<file path="src/rtl/fpga_cfg_pkg.sv">
`default_nettype none
// +--------------------------------------------------------------------+
// | fpga_cfg_pkg: shared state encoding and defaults for cfg loading.  |
// | Rev 1.0                                                            |
// +--------------------------------------------------------------------+
package fpga_cfg_pkg;

  localparam int CFG_BITS_DEFAULT = 64;

  typedef enum logic [1:0] {
    IDLE  = 2'd0,
    LOAD  = 2'd1,
    DONE  = 2'd2,
    ERROR = 2'd3
  } cfg_state_e;

endpackage
`default_nettype wire

</file>
<file path="src/rtl/axi_stream_if.sv">
`default_nettype none
// +--------------------------------------------------------------------+
// | axi_stream_if: minimal AXI-stream bundle (tvalid/tready/tdata/tlast)|
// | Rev 1.0                                                            |
// +--------------------------------------------------------------------+
interface axi_stream_if #(
  parameter int DATA_WIDTH = 1
) ();

  logic                  tvalid;
  logic                  tready;
  logic [DATA_WIDTH-1:0] tdata;
  logic                  tlast;

  modport master (output tvalid, output tdata, output tlast, input tready);
  modport slave  (input tvalid, input tdata, input tlast, output tready);

endinterface
`default_nettype wire

</file>
<file path="src/rtl/fpga_cfg_loader.sv">
`default_nettype none
// +--------------------------------------------------------------------+
// | fpga_cfg_loader: deserialises a 1-bit config stream into a shadow  |
// | register and commits it to cfg_word on a correctly framed load.    |
// | Rev 1.0                                                            |
// +--------------------------------------------------------------------+
module fpga_cfg_loader
  import fpga_cfg_pkg::*;
#(
  parameter int CFG_BITS             = CFG_BITS_DEFAULT,
  parameter int BITSTREAM_DATA_WIDTH = 1
) (
  input  logic                clk,
  input  logic                rst_n,
  input  logic                cfg,
  axi_stream_if.slave         cfg_bitstream,
  output logic                cfg_ready,
  output logic                cfg_err,
  output logic [CFG_BITS-1:0] cfg_word
);

  localparam int              CNT_W    = $clog2(CFG_BITS);
  localparam logic [CNT_W-1:0] CNT_LAST = CNT_W'(CFG_BITS - 1);

  generate
    if (BITSTREAM_DATA_WIDTH != 1) begin : g_bad_width
      $error("fpga_cfg_loader: only BITSTREAM_DATA_WIDTH == 1 is supported");
    end
    if (CFG_BITS < 2) begin : g_bad_bits
      $error("fpga_cfg_loader: CFG_BITS must be at least 2");
    end
  endgenerate

  cfg_state_e          state_q, state_d;
  logic                cfg_q, cfg_d;
  logic [CNT_W-1:0]    cnt_q, cnt_d;
  logic [CFG_BITS-1:0] shadow_q, shadow_d;
  logic [CFG_BITS-1:0] cfg_word_q, cfg_word_d;

  logic tready;
  logic cfg_rise;
  logic beat;

  // tready comes from the registered state only, so it never depends on tvalid.
  assign tready   = (state_q == LOAD);
  assign cfg_rise = cfg & ~cfg_q;
  assign beat     = cfg_bitstream.tvalid & tready;

  always_comb begin
    state_d    = state_q;
    cfg_d      = cfg;
    cnt_d      = cnt_q;
    shadow_d   = shadow_q;
    cfg_word_d = cfg_word_q;

    case (state_q)
      IDLE, DONE, ERROR: begin
        if (cfg_rise) begin
          state_d = LOAD;
          cnt_d   = '0;
        end
      end

      LOAD: begin
        // A beat outranks a cfg drop in the same cycle; the abort waits a cycle.
        if (beat) begin
          shadow_d = {cfg_bitstream.tdata[0], shadow_q[CFG_BITS-1:1]};
          cnt_d    = cnt_q + 1'b1;
          if (cfg_bitstream.tlast) begin
            if (cnt_q == CNT_LAST) begin
              state_d    = DONE;
              cfg_word_d = shadow_d;
            end else begin
              state_d = ERROR;
            end
          end else if (cnt_q == CNT_LAST) begin
            state_d = ERROR;
          end
        end else if (!cfg) begin
          state_d = IDLE;
        end
      end

      default: state_d = IDLE;
    endcase
  end

  always_ff @(posedge clk) begin
    if (!rst_n) begin
      state_q    <= IDLE;
      cfg_q      <= 1'b0;
      cnt_q      <= '0;
      shadow_q   <= '0;
      cfg_word_q <= '0;
    end else begin
      state_q    <= state_d;
      cfg_q      <= cfg_d;
      cnt_q      <= cnt_d;
      shadow_q   <= shadow_d;
      cfg_word_q <= cfg_word_d;
    end
  end

  assign cfg_bitstream.tready = tready;
  assign cfg_ready            = (state_q == DONE);
  assign cfg_err              = (state_q == ERROR);
  assign cfg_word             = cfg_word_q;

endmodule
`default_nettype wire
</file>
<file path="src/flat_wrapper.sv">
// flat-port wrapper written by rule: the top's interface ports become plain ports
module fpga_cfg_loader_flat import fpga_cfg_pkg::*;
#(
  parameter int CFG_BITS             = CFG_BITS_DEFAULT,
  parameter int BITSTREAM_DATA_WIDTH = 1
)
  (clk, rst_n, cfg, cfg_ready, cfg_err, cfg_word, cfg_bitstream_tvalid, cfg_bitstream_tdata, cfg_bitstream_tlast, cfg_bitstream_tready);
  axi_stream_if cfg_bitstream_i ();
  input  logic clk;
  input  logic rst_n;
  input  logic cfg;
  output logic cfg_ready;
  output logic cfg_err;
  output logic [CFG_BITS-1:0] cfg_word;
  input wire logic [$bits(cfg_bitstream_i.tvalid)-1:0] cfg_bitstream_tvalid;
  input wire logic [$bits(cfg_bitstream_i.tdata)-1:0] cfg_bitstream_tdata;
  input wire logic [$bits(cfg_bitstream_i.tlast)-1:0] cfg_bitstream_tlast;
  output wire logic [$bits(cfg_bitstream_i.tready)-1:0] cfg_bitstream_tready;
  assign cfg_bitstream_i.tvalid = cfg_bitstream_tvalid;
  assign cfg_bitstream_i.tdata = cfg_bitstream_tdata;
  assign cfg_bitstream_i.tlast = cfg_bitstream_tlast;
  assign cfg_bitstream_tready = cfg_bitstream_i.tready;
  fpga_cfg_loader #(.CFG_BITS(CFG_BITS), .BITSTREAM_DATA_WIDTH(BITSTREAM_DATA_WIDTH)) u_core (.clk(clk), .rst_n(rst_n), .cfg(cfg), .cfg_bitstream(cfg_bitstream_i), .cfg_ready(cfg_ready), .cfg_err(cfg_err), .cfg_word(cfg_word));
endmodule
</file>
<file path="config.mk">
export PLATFORM = sky130hd
export DESIGN_NAME = fpga_cfg_loader_flat
export DESIGN_NICKNAME = d
export VERILOG_FILES = /design/src/rtl/fpga_cfg_pkg.sv /design/src/rtl/axi_stream_if.sv /design/src/rtl/fpga_cfg_loader.sv /design/src/flat_wrapper.sv
export SDC_FILE = /design/constraint.sdc
export NUM_CORES = 1
export LEC_CHECK = 0
export ABC_AREA = 1
export CAP_MARGIN = 20
export CORE_ASPECT_RATIO = 1.25
export CORE_UTILIZATION = 45
export CTS_CLUSTER_SIZE = 14
export DETAILED_ROUTE_END_ITERATION = 8
export PLACE_DENSITY_LB_ADDON = 0.15
export SLEW_MARGIN = 10
export SYNTH_ARGS = -nofsm -noshare
export SYNTH_HDL_FRONTEND = slang
export SYNTH_SLANG_ARGS = --single-unit
</file>
<file path="constraint.sdc">
create_clock -name clk -period 3.3 [get_ports clk]
set_clock_uncertainty 0.1 [all_clocks]
set_input_delay 0.825 -clock clk [delete_from_list [all_inputs] [get_ports clk]]
set_output_delay 0.825 -clock clk [all_outputs]
set_load 0.005 [all_outputs]
</file>
==> results.py, run 1 <==
metrics = {
    "cts": {
        "clk_path_buf_depth": 2,
        "root_buffer": "clkbuf_16",
        "cts_setup_buffers": 0,
        "cts_hold_buf": 0,
        "htree_levels": 4,
        "ctsResizeCount": 0,
        "cts_made_buffers": 17,
        "cts_sinks": 136,
        "clock_latency_ns": 0.41,
        "cts_tree": "built",
        "cts.clk_slew.worst_paths_ns": 0.06,
    },
    "sta": {
        "hold_viol": 0,
        "fmax_ghz": 0.397,
        "rsz0062_at_grt": "false",
        "max_slew.worst_pin.slew_ns": 0.588,
        "slew_violations": 0,
        "setup_viol": 0,
        "finalCritPeriodShare": 0.763,
        "setup_slack_ns": 0.781,
        "final.setup.tns_ns": 0,
        "fin_crit_ns": 2.52,
        "max_slew_margin": 0.608,
    },
    "yosys": {
        "synth_area_leaders": "dfxtp_1 54%, nand2_1 13%, a21oi_1 12%, o21ai_0 5.2%, inv_1 4.3%",
        "avgSynthCellArea_um2": 7.98,
        "netlist.area_leader.share": 0.544,
        "ys_ff_latch": 136,
        "synth_nets": 634,
        "netlist_instances": 627,
        "yosysUniqueCellTypes": 22,
        "yosysWarnings": 0,
        "netlist_area_um2": 5010,
        "yosys.area.top_type": "dfxtp_1",
        "seq_area_frac_synth": 0.544,
    },
    "worst_setup_path": {
        "cp-end-kind": "primary output",
        "crit_end": "cfg_bitstream_tready",
        "crit_start": "u_core.state_q[0]$_SDFFE_PN0P_",
        "r2r_cells": 8,
        "required_ns": 2.37,
        "timing.rr.start": "u_core.cnt_q[0]$_SDFFE_PN0P_",
        "startpoint_type": "register",
        "reg2reg_to": "u_core.cfg_word[33]$_SDFFE_PN0P_",
        "worstPathArrival_ns": 1.59,
        "critPathKind": "reg2out",
        "worst-r2r-setup-slack_ns": 1.29,
        "cp_max_fo": 7,
    },
    "global_route": {
        "grt_max_degree": 74,
        "grt_first_pass_wirelength_mm": 17.5,
        "grt_antenna_before_repair": 0,
        "grt_pass1_vias": 3953,
        "overflow": 0,
        "grtUsageTotal": 0.194,
    },
    "worst_hold_path": {
        "hp-class": "reg2reg",
    },
    "cells_and_area": {
        "drive_gt1_frac": 0.100,
        "final_nets": 694,
        "design_area_um2": 6380,
        "nFillCells": 979,
        "n_antenna_cell": 0,
        "multiInputGateArea_um2": 1860,
        "area_delta_synth_final_pct": 27.5,
        "regArea_um2": 2720,
        "final_util": 0.595,
    },
    "routing": {
        "vias": 4112,
        "antenna_left": 0,
        "first_iter_violations": 148,
        "wl_per_cell_um": 12.3,
        "firstDrtPassIters": 4,
        "wl_mm": 10.2,
        "avgViaCountPerCell": 4.94,
        "drc_errors": 0,
    },
    "outcome": {
        "status": "completed",
    },
    "die": {
        "core_region_area_um2": 10700,
        "die_h_um": 120,
        "rows": 42,
        "dieArea_um2": 11600,
        "io_pins": 73,
        "chipWidth_um": 96.3,
        "initial_utilization": 0.467,
    },
    "placement": {
        "place_congestion": 0.704,
        "port_buffers": 72,
        "dpl_worst_slack_ns": 0.596,
        "place_area_um2": 5770,
        "dp_hpwl_mm": 6.23,
    },
    "power": {
        "total_power_mw": 3.99,
        "leakage_nw": 2.22,
        "power_density_nw_per_um2": 625,
        "vdd_drop_max_v": 0.000307,
    },
    "run": {
        "maxCapViolations": 0,
    },
}
[power by group]
part | switching (mW) | leakage (nW) | internal [mW]
clock | 0.696 | 0.295 | 1.25
combinational | 0.174 | 0.820 | 0.0866
sequential | 0.0623 | 1.10 | 1.73
[metrics by stage]
step                std cells  hold slack (ns)
global placement          800            0.342
CTS                       832            0.359
floorplan                 627            0.334
finish                    832            0.357
detailed placement        800            0.347
global route              832            0.376
[how the worst min path moves through the flow]
| stage | startpoint | endpoint | slack, ns | depth (start not counted) |
|---|---|---|---|---|
| floorplan | u_core.shadow_q[18]$_SDFFE_PN0P_ | u_core.shadow_q[18]$_SDFFE_PN0P_ | 0.33 | 2 |
| global placement | u_core.shadow_q[23]$_SDFFE_PN0P_ | u_core.shadow_q[23]$_SDFFE_PN0P_ | 0.34 | 2 |
| detailed placement | u_core.shadow_q[23]$_SDFFE_PN0P_ | u_core.shadow_q[23]$_SDFFE_PN0P_ | 0.35 | 2 |
| CTS | u_core.shadow_q[28]$_SDFFE_PN0P_ | u_core.shadow_q[28]$_SDFFE_PN0P_ | 0.36 | 2 |
| global route | u_core.shadow_q[52]$_SDFFE_PN0P_ | u_core.shadow_q[52]$_SDFFE_PN0P_ | 0.38 | 2 |
| finish | u_core.shadow_q[28]$_SDFFE_PN0P_ | u_core.shadow_q[28]$_SDFFE_PN0P_ | 0.36 | 2 |
[metal layers]
metal,track usage,routed length (µm),share of wire
met1,0.217,4540,0.44
met2,0.336,5140,0.50
met3,0.0558,371,0.036
met4,0.0809,168,0.016
met5,0,0,0
[synth_stat cells]
master / number
nor2_8: 1
a21oi_2: 10
buf_1: 3
nor2_4: 1
nand4_1: 1
nor2_1: 8
nand2_1: 175
nand3_1: 4
ha_1: 1
inv_1: 57
buf_6: 6
o21ai_0: 52
nand2_2: 11
buf_2: 6
dfxtp_1: 136
clkbuf_1: 26
inv_2: 1
nand3_4: 2
nand3b_1: 1
nand4_4: 1
a31oi_1: 1
a21oi_1: 123
[layout make-up]
type | count | area share
Clock buffer | 21 | 0.0737
Clock inverter | 11 | 0.0227
Inverter | 58 | 0.0341
Multi-Input combinational cell | 392 | 0.291
Sequential cell | 136 | 0.426
Tap cell | 132 | 0.0259
Timing Repair Buffer | 82 | 0.126
[cell usage in the layout (no fill, tap or decap), drive strengths merged, types with 2 or more instances in the layout]
cell	count
nand2	186
dfxtp	136
a21oi	133
clkdlybuf4s50	71
inv	59
o21ai	52
clkbuf	21
buf	11
nor2	10
nand3	6
clkinv	4
bufinv	3
clkinvlp	3
nand4	2
[sequential cells by signal (all words and copies together), names as in the netlist]
name / count
u_core.cnt_q: 6
u_core.shadow_q: 63
u_core.cfg_word: 64
u_core.cfg_q: 1
u_core.state_q: 2
[cell families after synthesis]
logic type	count (synthesis)	synth area share
compound gates	186	0.194
fa+ha+maj	1	0.00250
buf+inv	99	0.0847
flops	136	0.544
simple gates	205	0.175
[critical path, stage by stage (launching register included)]
cell             delay [ns]
dfxtp_1                0.48
nand2_1                0.11
inv_1                  0.09
clkdlybuf4s50_1        0.50
Note: power is estimated with default switching activity, not from simulation.
==> run 2, diff against run 1 <==
- clock period: 3.3 -> 2.02 ns (I/O delays scaled with it)
==> run 2 against run 1 <==
Net effect: cell count increased by 1.2%; global-route usage decreased by 0.30 points; critical path type unchanged; flip-flop and latch count is the same; die area stayed put; routed wire length hardly changed; sequential power up 63%; worst setup slack got worse by 0.71 ns; design area is 2.1% higher.
==> results.py, run 2 (synthesized netlist as in run 1, its figures left out) <==
metrics = {
    "die": {
        "dieArea_um2": 11600,
        "initial_utilization": 0.467,
        "chipWidth_um": 96.3,
        "core_region_area_um2": 10700,
        "io_pins": 73,
        "die_h_um": 120,
        "rows": 42,
    },
    "power": {
        "p_sw_frac": 0.231,
        "power_density_nw_per_um2": 990,
        "power.switching_mw": 1.49,
        "seqPwrFrac": 0.453,
        "total_power_mw": 6.45,
        "clockPowerShare": 0.469,
        "leakage_nw": 2.30,
        "pwr-share-comb": 0.078,
        "vdd_drop_max_v": 0.000614,
        "cell_internal_pwr_mw": 4.96,
    },
    "global_route": {
        "grtUsageTotal": 0.191,
        "grt_antenna_before_repair": 0,
        "overflow": 0,
        "grt_first_pass_wirelength_mm": 17.1,
        "grt_pass1_vias": 3932,
        "grt_max_degree": 49,
    },
    "worst_hold_path": {
        "whs_endpoint": "u_core.shadow_q[25]$_SDFFE_PN0P_",
        "min_from": "u_core.shadow_q[25]$_SDFFE_PN0P_",
        "holdPathStages": 2,
        "hp-class": "reg2reg",
    },
    "cells_and_area": {
        "layout_common_cells": "175 x nand2_1, 134 x dfxtp_1, 123 x a21oi_1, 69 x clkdlybuf4s50_1, 55 x inv_1",
        "largest_reg_flops": 64,
        "drive_gt1_frac": 0.114,
        "final_nets": 705,
        "area_delta_synth_final_pct": 30.2,
        "final_common_cell": "nand2_1",
        "nFillCells": 984,
        "fin_cells": 842,
        "n_antenna_cell": 0,
    },
    "placement": {
        "dp_hpwl_mm": 6.43,
        "place_congestion": 0.708,
        "dp.cells": 807,
        "port_buffers": 72,
    },
    "worst_setup_path": {
        "cp-end-kind": "primary output",
        "r2r_cells": 8,
        "required_ns": 1.41,
        "critPathKind": "reg2out",
        "crit_start": "u_core.state_q[0]$_SDFFE_PN0P_",
        "reg2reg_to": "u_core.cfg_word[42]$_SDFFE_PN0P_",
        "startpoint_type": "register",
        "cp_max_fo": 5,
        "worst-r2r-setup-slack_ns": 0.25,
        "worstPathArrival_ns": 1.35,
        "timing.rr.start": "u_core.cnt_q[0]$_SDFFE_PN0P_",
    },
    "sta": {
        "rsz0062_at_grt": "false",
        "finalCritPeriodShare": 0.966,
        "setup_viol": 0,
        "max_slew_margin": 0.818,
        "fin_crit_ns": 1.95,
        "fmax_ghz": 0.512,
        "hold_slack_ns": 0.356,
        "max_slew.worst_pin.slew_ns": 0.273,
        "slew_violations": 0,
        "hold_viol": 0,
    },
    "cts": {
        "clock_latency_ns": 0.41,
        "clk_path_buf_depth": 2,
        "cts_tree": "built",
        "cts_sinks": 136,
        "cts_hold_buf": 0,
        "cts.clk_slew.worst_paths_ns": 0.05,
        "cts_made_buffers": 17,
        "root_buffer": "clkbuf_16",
        "htree_levels": 4,
    },
    "routing": {
        "first_iter_violations": 203,
        "wl_mm": 10.2,
        "drc_errors": 0,
        "avgViaCountPerCell": 4.87,
        "antenna_left": 0,
        "vias": 4099,
        "firstDrtPassIters": 4,
        "wl_per_cell_um": 12.1,
    },
    "outcome": {
        "status": "completed",
    },
    "run": {
        "maxCapViolations": 0,
    },
}
run 2: worst max-delay path by stage:
stage / end / depth (start not counted) / slack, ns
final: cfg_err / 3 / 0.07
after global routing: cfg_err / 3 / 0.005
after CTS: cfg_ready / 3 / 0.01
after detailed placement: u_core.cfg_word[41]$_SDFFE_PN0P_ / 7 / -0.07
after global placement: u_core.cfg_word[41]$_SDFFE_PN0P_ / 7 / -0.02
after floorplan: u_core.cfg_word[10]$_SDFFE_PN0P_ / 5 / 0.41
run 2: final cells by class:
type	instances	area, µm²	area share
Inverter	58	218	0.0334
Clock inverter	7	92.6	0.0142
Tap cell	132	165	0.0253
Timing Repair Buffer	93	962	0.148
Sequential cell	136	2730	0.419
Clock buffer	24	492	0.0755
Multi-Input combinational cell	392	1860	0.285
run 2: per-stage QoR:
| step | utilization | area, µm² | worst slack (ns) | setup TNS, ns |
|---|---|---|---|---|
| 3_5_place_dp | 0.550 | 5900 | -0.0684 | -1.89 |
| 2_1_floorplan | - | 5010 | 0.411 | 0 |
| 4_1_cts | 0.607 | 6510 | 0.0149 | 0 |
| 6_report | 0.608 | 6520 | 0.0686 | 0 |
| 3_3_place_gp | 0.550 | 5900 | -0.0192 | -0.244 |
| 5_1_grt | 0.608 | 6520 | 0.00520 | 0 |
run 2: worst max-delay path: stages, from the launching register on:
cell and delay [ns]:
dfxtp_4 0.36, nand2_1 0.05, inv_1 0.04, clkdlybuf4s50_1 0.48
run 2: metal layers:
metal / global-route usage / share of wire
met1: 0.227 / 0.48
met2: 0.316 / 0.48
met3: 0.0570 / 0.032
met4: 0.0790 / 0.015
met5: 0 / 0
run 2: repair_timing:
action | CTS | global route
buffers inserted | 4 | 0
endpoints found under the hold margin | 0 | 0
endpoints found under the setup margin | 3 | 1
resized for setup | 4 | 2
run 2: power groups by stage:
stage | sequential, mW | combinational, mW | clock, mW
finish | 2.92 | 0.502 | 3.03
global route | 2.94 | 0.573 | 3.21
CTS | 2.92 | 0.508 | 3.09
detailed placement | 2.97 | 0.479 | 0
global placement | 2.97 | 0.460 | 0
floorplan | 2.95 | 0.330 | 0
==> run 3, diff against run 2 <==
- CORE_UTILIZATION: 45 -> 25
==> run 3 against run 2 <==
Net effect: non-clock buffer count fell by 1; flip-flop and latch count stayed put; routed wire length increased by 8.4%; cell count rose by 16%; sequential power about the same; maximum frequency shrank 0.14%; critical path depth unchanged; clock-buffer cell count down 7; critical endpoint unchanged.
==> results.py, run 3 (synthesized netlist as in run 1, its figures left out) <==
metrics = {
    "die": {
        "rows": 57,
        "dieArea_um2": 20600,
        "core_region_area_um2": 19500,
        "io_pins": 73,
        "initial_utilization": 0.256,
        "die_h_um": 160,
        "chipWidth_um": 129,
    },
    "worst_setup_path": {
        "r2r_cells": 8,
        "cp_max_fo": 4,
        "cp-end-kind": "primary output",
        "worstPathArrival_ns": 1.35,
        "crit_start": "u_core.state_q[0]$_SDFFE_PN0P_",
        "critPathKind": "reg2out",
        "timing.rr.start": "u_core.cnt_q[1]$_SDFFE_PN0P_",
        "required_ns": 1.41,
        "worst-r2r-setup-slack_ns": 0.29,
        "startpoint_type": "register",
        "reg2reg_to": "u_core.cfg_word[17]$_SDFFE_PN0P_",
    },
    "routing": {
        "firstDrtPassIters": 4,
        "first_iter_violations": 193,
        "wl_mm": 11.1,
        "drc_errors": 0,
        "wl_per_cell_um": 11.4,
        "antenna_left": 0,
        "avgViaCountPerCell": 4.17,
        "vias": 4061,
    },
    "cts": {
        "clk_path_buf_depth": 2,
        "clock_latency_ns": 0.42,
        "cts_hold_buf": 0,
        "cts_made_buffers": 17,
        "root_buffer": "clkbuf_16",
        "cts_tree": "built",
        "htree_levels": 4,
        "cts_sinks": 136,
        "cts.clk_slew.worst_paths_ns": 0.06,
    },
    "cells_and_area": {
        "nFillCells": 2094,
        "final_common_cell": "nand2_1",
        "n_antenna_cell": 0,
        "design_area_um2": 6730,
        "drive_gt1_frac": 0.117,
        "layout_common_cells": "175 x nand2_1, 135 x dfxtp_1, 123 x a21oi_1, 69 x clkdlybuf4s50_1, 55 x inv_1",
        "largest_reg_flops": 64,
        "fin_cells": 975,
        "final_nets": 704,
        "area_delta_synth_final_pct": 34.4,
    },
    "sta": {
        "final.setup.tns_ns": 0,
        "finalCritPeriodShare": 0.967,
        "max_slew_margin": 0.692,
        "fin_crit_ns": 1.95,
        "slew_violations": 0,
        "fmax_ghz": 0.512,
        "setup_slack_ns": 0.0659,
        "hold_viol": 0,
        "setup_viol": 0,
        "rsz0062_at_grt": "false",
        "max_slew.worst_pin.slew_ns": 0.463,
    },
    "power": {
        "vdd_drop_max_v": 0.000511,
        "clockPowerShare": 0.487,
        "power.switching_mw": 1.65,
        "seqPwrFrac": 0.440,
        "p_sw_frac": 0.249,
        "pwr-share-comb": 0.073,
        "total_power_mw": 6.62,
        "leakage_nw": 2.31,
        "power_density_nw_per_um2": 984,
        "cell_internal_pwr_mw": 4.97,
    },
    "placement": {
        "dp_hpwl_mm": 7.10,
        "dp.cells": 941,
        "place_area_um2": 6100,
        "port_buffers": 72,
        "place_congestion": 0.686,
        "dpl_worst_slack_ns": -0.0451,
    },
    "outcome": {
        "status": "completed",
    },
    "worst_hold_path": {
        "min_from": "u_core.shadow_q[28]$_SDFFE_PN0P_",
        "hp-class": "reg2reg",
        "whs_endpoint": "u_core.shadow_q[28]$_SDFFE_PN0P_",
        "holdPathStages": 2,
    },
    "run": {
        "maxCapViolations": 0,
    },
    "global_route": {
        "grt_antenna_before_repair": 0,
        "grtUsageTotal": 0.115,
        "grt_pass1_vias": 3815,
        "overflow": 0,
        "grt_max_degree": 64,
        "grt_first_pass_wirelength_mm": 18.5,
    },
}
[run 3: worst max-delay path by stage]
stage | to | slack, ns | cells after the start
after global routing | cfg_err | 0.005 | 3
after CTS | cfg_err | 0.03 | 3
after global placement | u_core.cfg_word[53]$_SDFFE_PN0P_ | -0.02 | 6
after floorplan | u_core.cfg_word[10]$_SDFFE_PN0P_ | 0.41 | 5
final | cfg_err | 0.07 | 3
after detailed placement | u_core.cfg_word[22]$_SDFFE_PN0P_ | -0.05 | 7
[run 3: worst max-delay path, stage by stage (launching register included)]
cell             delay (ns)
dfxtp_4                0.36
nand2_1                0.05
inv_1                  0.04
clkdlybuf4s50_1        0.49
[run 3: cell type report]
cell class                      instances  area (µm²)  share of cell area
Clock buffer                           17         425              0.0632
Inverter                               58         219              0.0325
Tap cell                              265         332              0.0493
Timing Repair Buffer                   92         976               0.145
Clock inverter                         15         191              0.0284
Multi-Input combinational cell        392        1860               0.276
Sequential cell                       136        2730               0.405
[run 3: metal layers]
layer / up-vias / track usage / part of all wire
li1: 2144 / - / -
met1: 1839 / 0.131 / 0.45
met2: 67 / 0.191 / 0.49
met3: 11 / 0.0399 / 0.043
met4: 0 / 0.0529 / 0.011
met5: - / 0 / 0
[run 3: power groups by stage]
| stage | clock, mW | sequential, mW | combinational (mW) |
|---|---|---|---|
| after floorplan | 0 | 2.95 | 0.330 |
| after global placement | 0 | 2.97 | 0.467 |
| after detailed placement | 0 | 2.97 | 0.479 |
| after CTS | 3.32 | 2.91 | 0.494 |
| after global routing | 3.44 | 2.93 | 0.554 |
| final | 3.22 | 2.91 | 0.486 |
[run 3: per-stage QoR]
step | hold slack [ns] | util
6_report | 0.357 | 0.344
5_1_grt | 0.378 | 0.344
4_1_cts | 0.360 | 0.344
3_5_place_dp | 0.349 | 0.312
3_3_place_gp | 0.348 | 0.312
2_1_floorplan | 0.334 | -
[run 3: timing repair]
item	CTS	global route
hold endpoints to repair	0	0
buffers inserted	2	0
resized for setup	5	0
setup endpoints to repair	3	0
==> edit, RTL diff (config.mk and constraints of run 1) <==
Make the reset (`rst_n`) asynchronous in one clocked block.
--- a/src/rtl/fpga_cfg_loader.sv
+++ b/src/rtl/fpga_cfg_loader.sv
@@ -85,7 +85,7 @@
     endcase
   end
 
-  always_ff @(posedge clk) begin
+  always_ff @(posedge clk or negedge rst_n) begin
     if (!rst_n) begin
       state_q    <= IDLE;
       cfg_q      <= 1'b0;
Function: differs if rst_n is asserted again (counterexample within 4 cycles, from zero or initial values and one cycle with rst_n low); with rst_n held inactive, the same outputs for 10 cycles.
==> edit against run 1 <==
  * Power up 2.6%
  * Setup slack worse by 32 ps
  * Largest power group is now sequential cells
  * Synthesized area rose by 12%
  * Routed wire length decreased by 8.4%
  * Count of clock-buffer cells in the layout unchanged
  * Hold slack got worse by 30 ps
  * Largest cell class unchanged
  * Die area up 12%
  * Final area increased by 8.8%
  * Final cell count decreased by 5.6%
  * Via count decreased by 12%
  * Sequential cell count stayed put
==> edit: results (changes against run 1) <==
[grt]
grt_pass1_vias = 3517  ; -11%
grt_pass1_wl_um = 16300  ; -6.4%
grt_max_degree = 90  ; +22%
grt_use_total = 0.163  ; -0.0308

[job]
drv_cap = 0  ; unchanged

[critical_path]
path_max_fanout = 4  ; -3
worstPathArrival_ps = 1630  ; +40 ps

[routing]
wl_um = 9360  ; -8.4%
drt_iter0_drc = 195  ; +32%
num_vias = 3638  ; -12%

[clock_network]
numCtsBuffers = 17  ; unchanged

[worst_hold_path]
hold_path_class = primary input to asynchronous set/reset pin

[power_and_ir_drop]
p_int_mw = 3.06  ; about the same
leakagePower_nw = 3.01  ; +36%

[finish]
layout-drive-gt1-share = 0.233  ; +0.133
layout.nets = 617  ; -11%
fill_cells = 1069  ; +9.2%

[place]
dpl.hpwl_um = 5990  ; -3.8%
place.gp.congestion = 0.739  ; +4.9%

[status]
status = finished clean

[logic_synthesis]
synth_area_leaders = dfrtp_1 61%, o21ai_2 10%, nand2_1 7.0%
ys_async_sr_fraction = 1.00  ; +1.00
synth_cell_types = 18  ; -18%
ys_seq_area_frac = 0.608  ; +0.0645
synth_commonest_cells = 136 x dfrtp_1, 105 x nand2_1, 72 x inv_1
syn_nets = 549  ; -13%
synthAdderAreaFrac = 0.00224  ; -0.000263

[timing]
worstMarginPinSlew_ps = 645  ; +56.7 ps

edit: cell types whose count changed in the layout (fill, tap and decap cells not counted), moves of 10 or more:
cell,change
dfrtp_1,+136
dfxtp_1,-136
a21oi_1,-120
nand2_1,-70
o21ai_2,+64
nand2_2,+29
inv_1,+16
o21ai_0,+16
a21oi_2,-10
edit: cell families (layout without fill, tap and decap cells):
| logic type | after synthesis | in the layout |
|---|---|---|
| compound gates | 135 | 135 |
| fa+ha+maj | 1 | 1 |
| buf+inv | 103 | 182 |
| flops | 136 | 136 |
| simple gates | 167 | 167 |
edit: cell type report:
type                    instances  area, um2  area share
inverters                      74        279      0.0402
clock inverters                 9        100      0.0144
repair buffers                 78        792       0.114
clock buffers                  21        470      0.0677
multi-input cells             303       1700       0.244
well taps                     164        205      0.0295
flip-flops and latches        136       3400       0.490
edit: worst paths after layout:
path                                          start              endpoint  slack [ps]  depth (start not counted)
max in group asynchronous                     rst_n          u_core.cfg_q        2050                          2
worst min-delay path                          rst_n   u_core.cfg_word[49]         330                          1
min in group clk                u_core.cfg_word[17]   u_core.cfg_word[17]         380                          2
worst max register to register    u_core.state_q[0]   u_core.cfg_word[28]        1300                          6
worst max-delay path              u_core.state_q[1]  cfg_bitstream_tready         750                          4
worst min register to register  u_core.cfg_word[17]   u_core.cfg_word[17]         380                          2
edit: power by group through the flow:
| stage | registers (mW) | clock network [mW] | logic [mW] |
|---|---|---|---|
| 6_report | 1.85 | 1.81 | 0.441 |
| 3_3_place_gp | 1.87 | 0 | 0.433 |
| 2_1_floorplan | 1.85 | 0 | 0.326 |
| 4_1_cts | 1.85 | 1.86 | 0.450 |
| 5_1_grt | 1.86 | 1.93 | 0.516 |
| 3_5_place_dp | 1.87 | 0 | 0.449 |
edit: worst register-to-register path, cell delays in order, from the launching register on:
cell	delay [ps]
dfrtp_1	460
nand3_4	350
clkinv_2	170
nand3_4	120
buf_4	510
nand2_2	120
o21ai_2	80
edit: per-stage QoR:
stage | std cells | worst slack, ps | utilization
2_1_floorplan | 542 | 1510 | -
3_3_place_gp | 755 | 535 | 0.527
3_5_place_dp | 755 | 462 | 0.527
4_1_cts | 785 | 736 | 0.574
5_1_grt | 785 | 664 | 0.574
6_report | 785 | 749 | 0.574
edit: layer usage:
layer | global-route usage | vias to the layer above | share of wire | wire length (um)
met5 | 0 | - | 0 | 0
met4 | 0.0673 | 0 | 0.0097 | 91
met3 | 0.0501 | 4 | 0.039 | 369
met2 | 0.245 | 75 | 0.48 | 4500
met1 | 0.218 | 1724 | 0.47 | 4400
li1 | - | 1835 | - | -
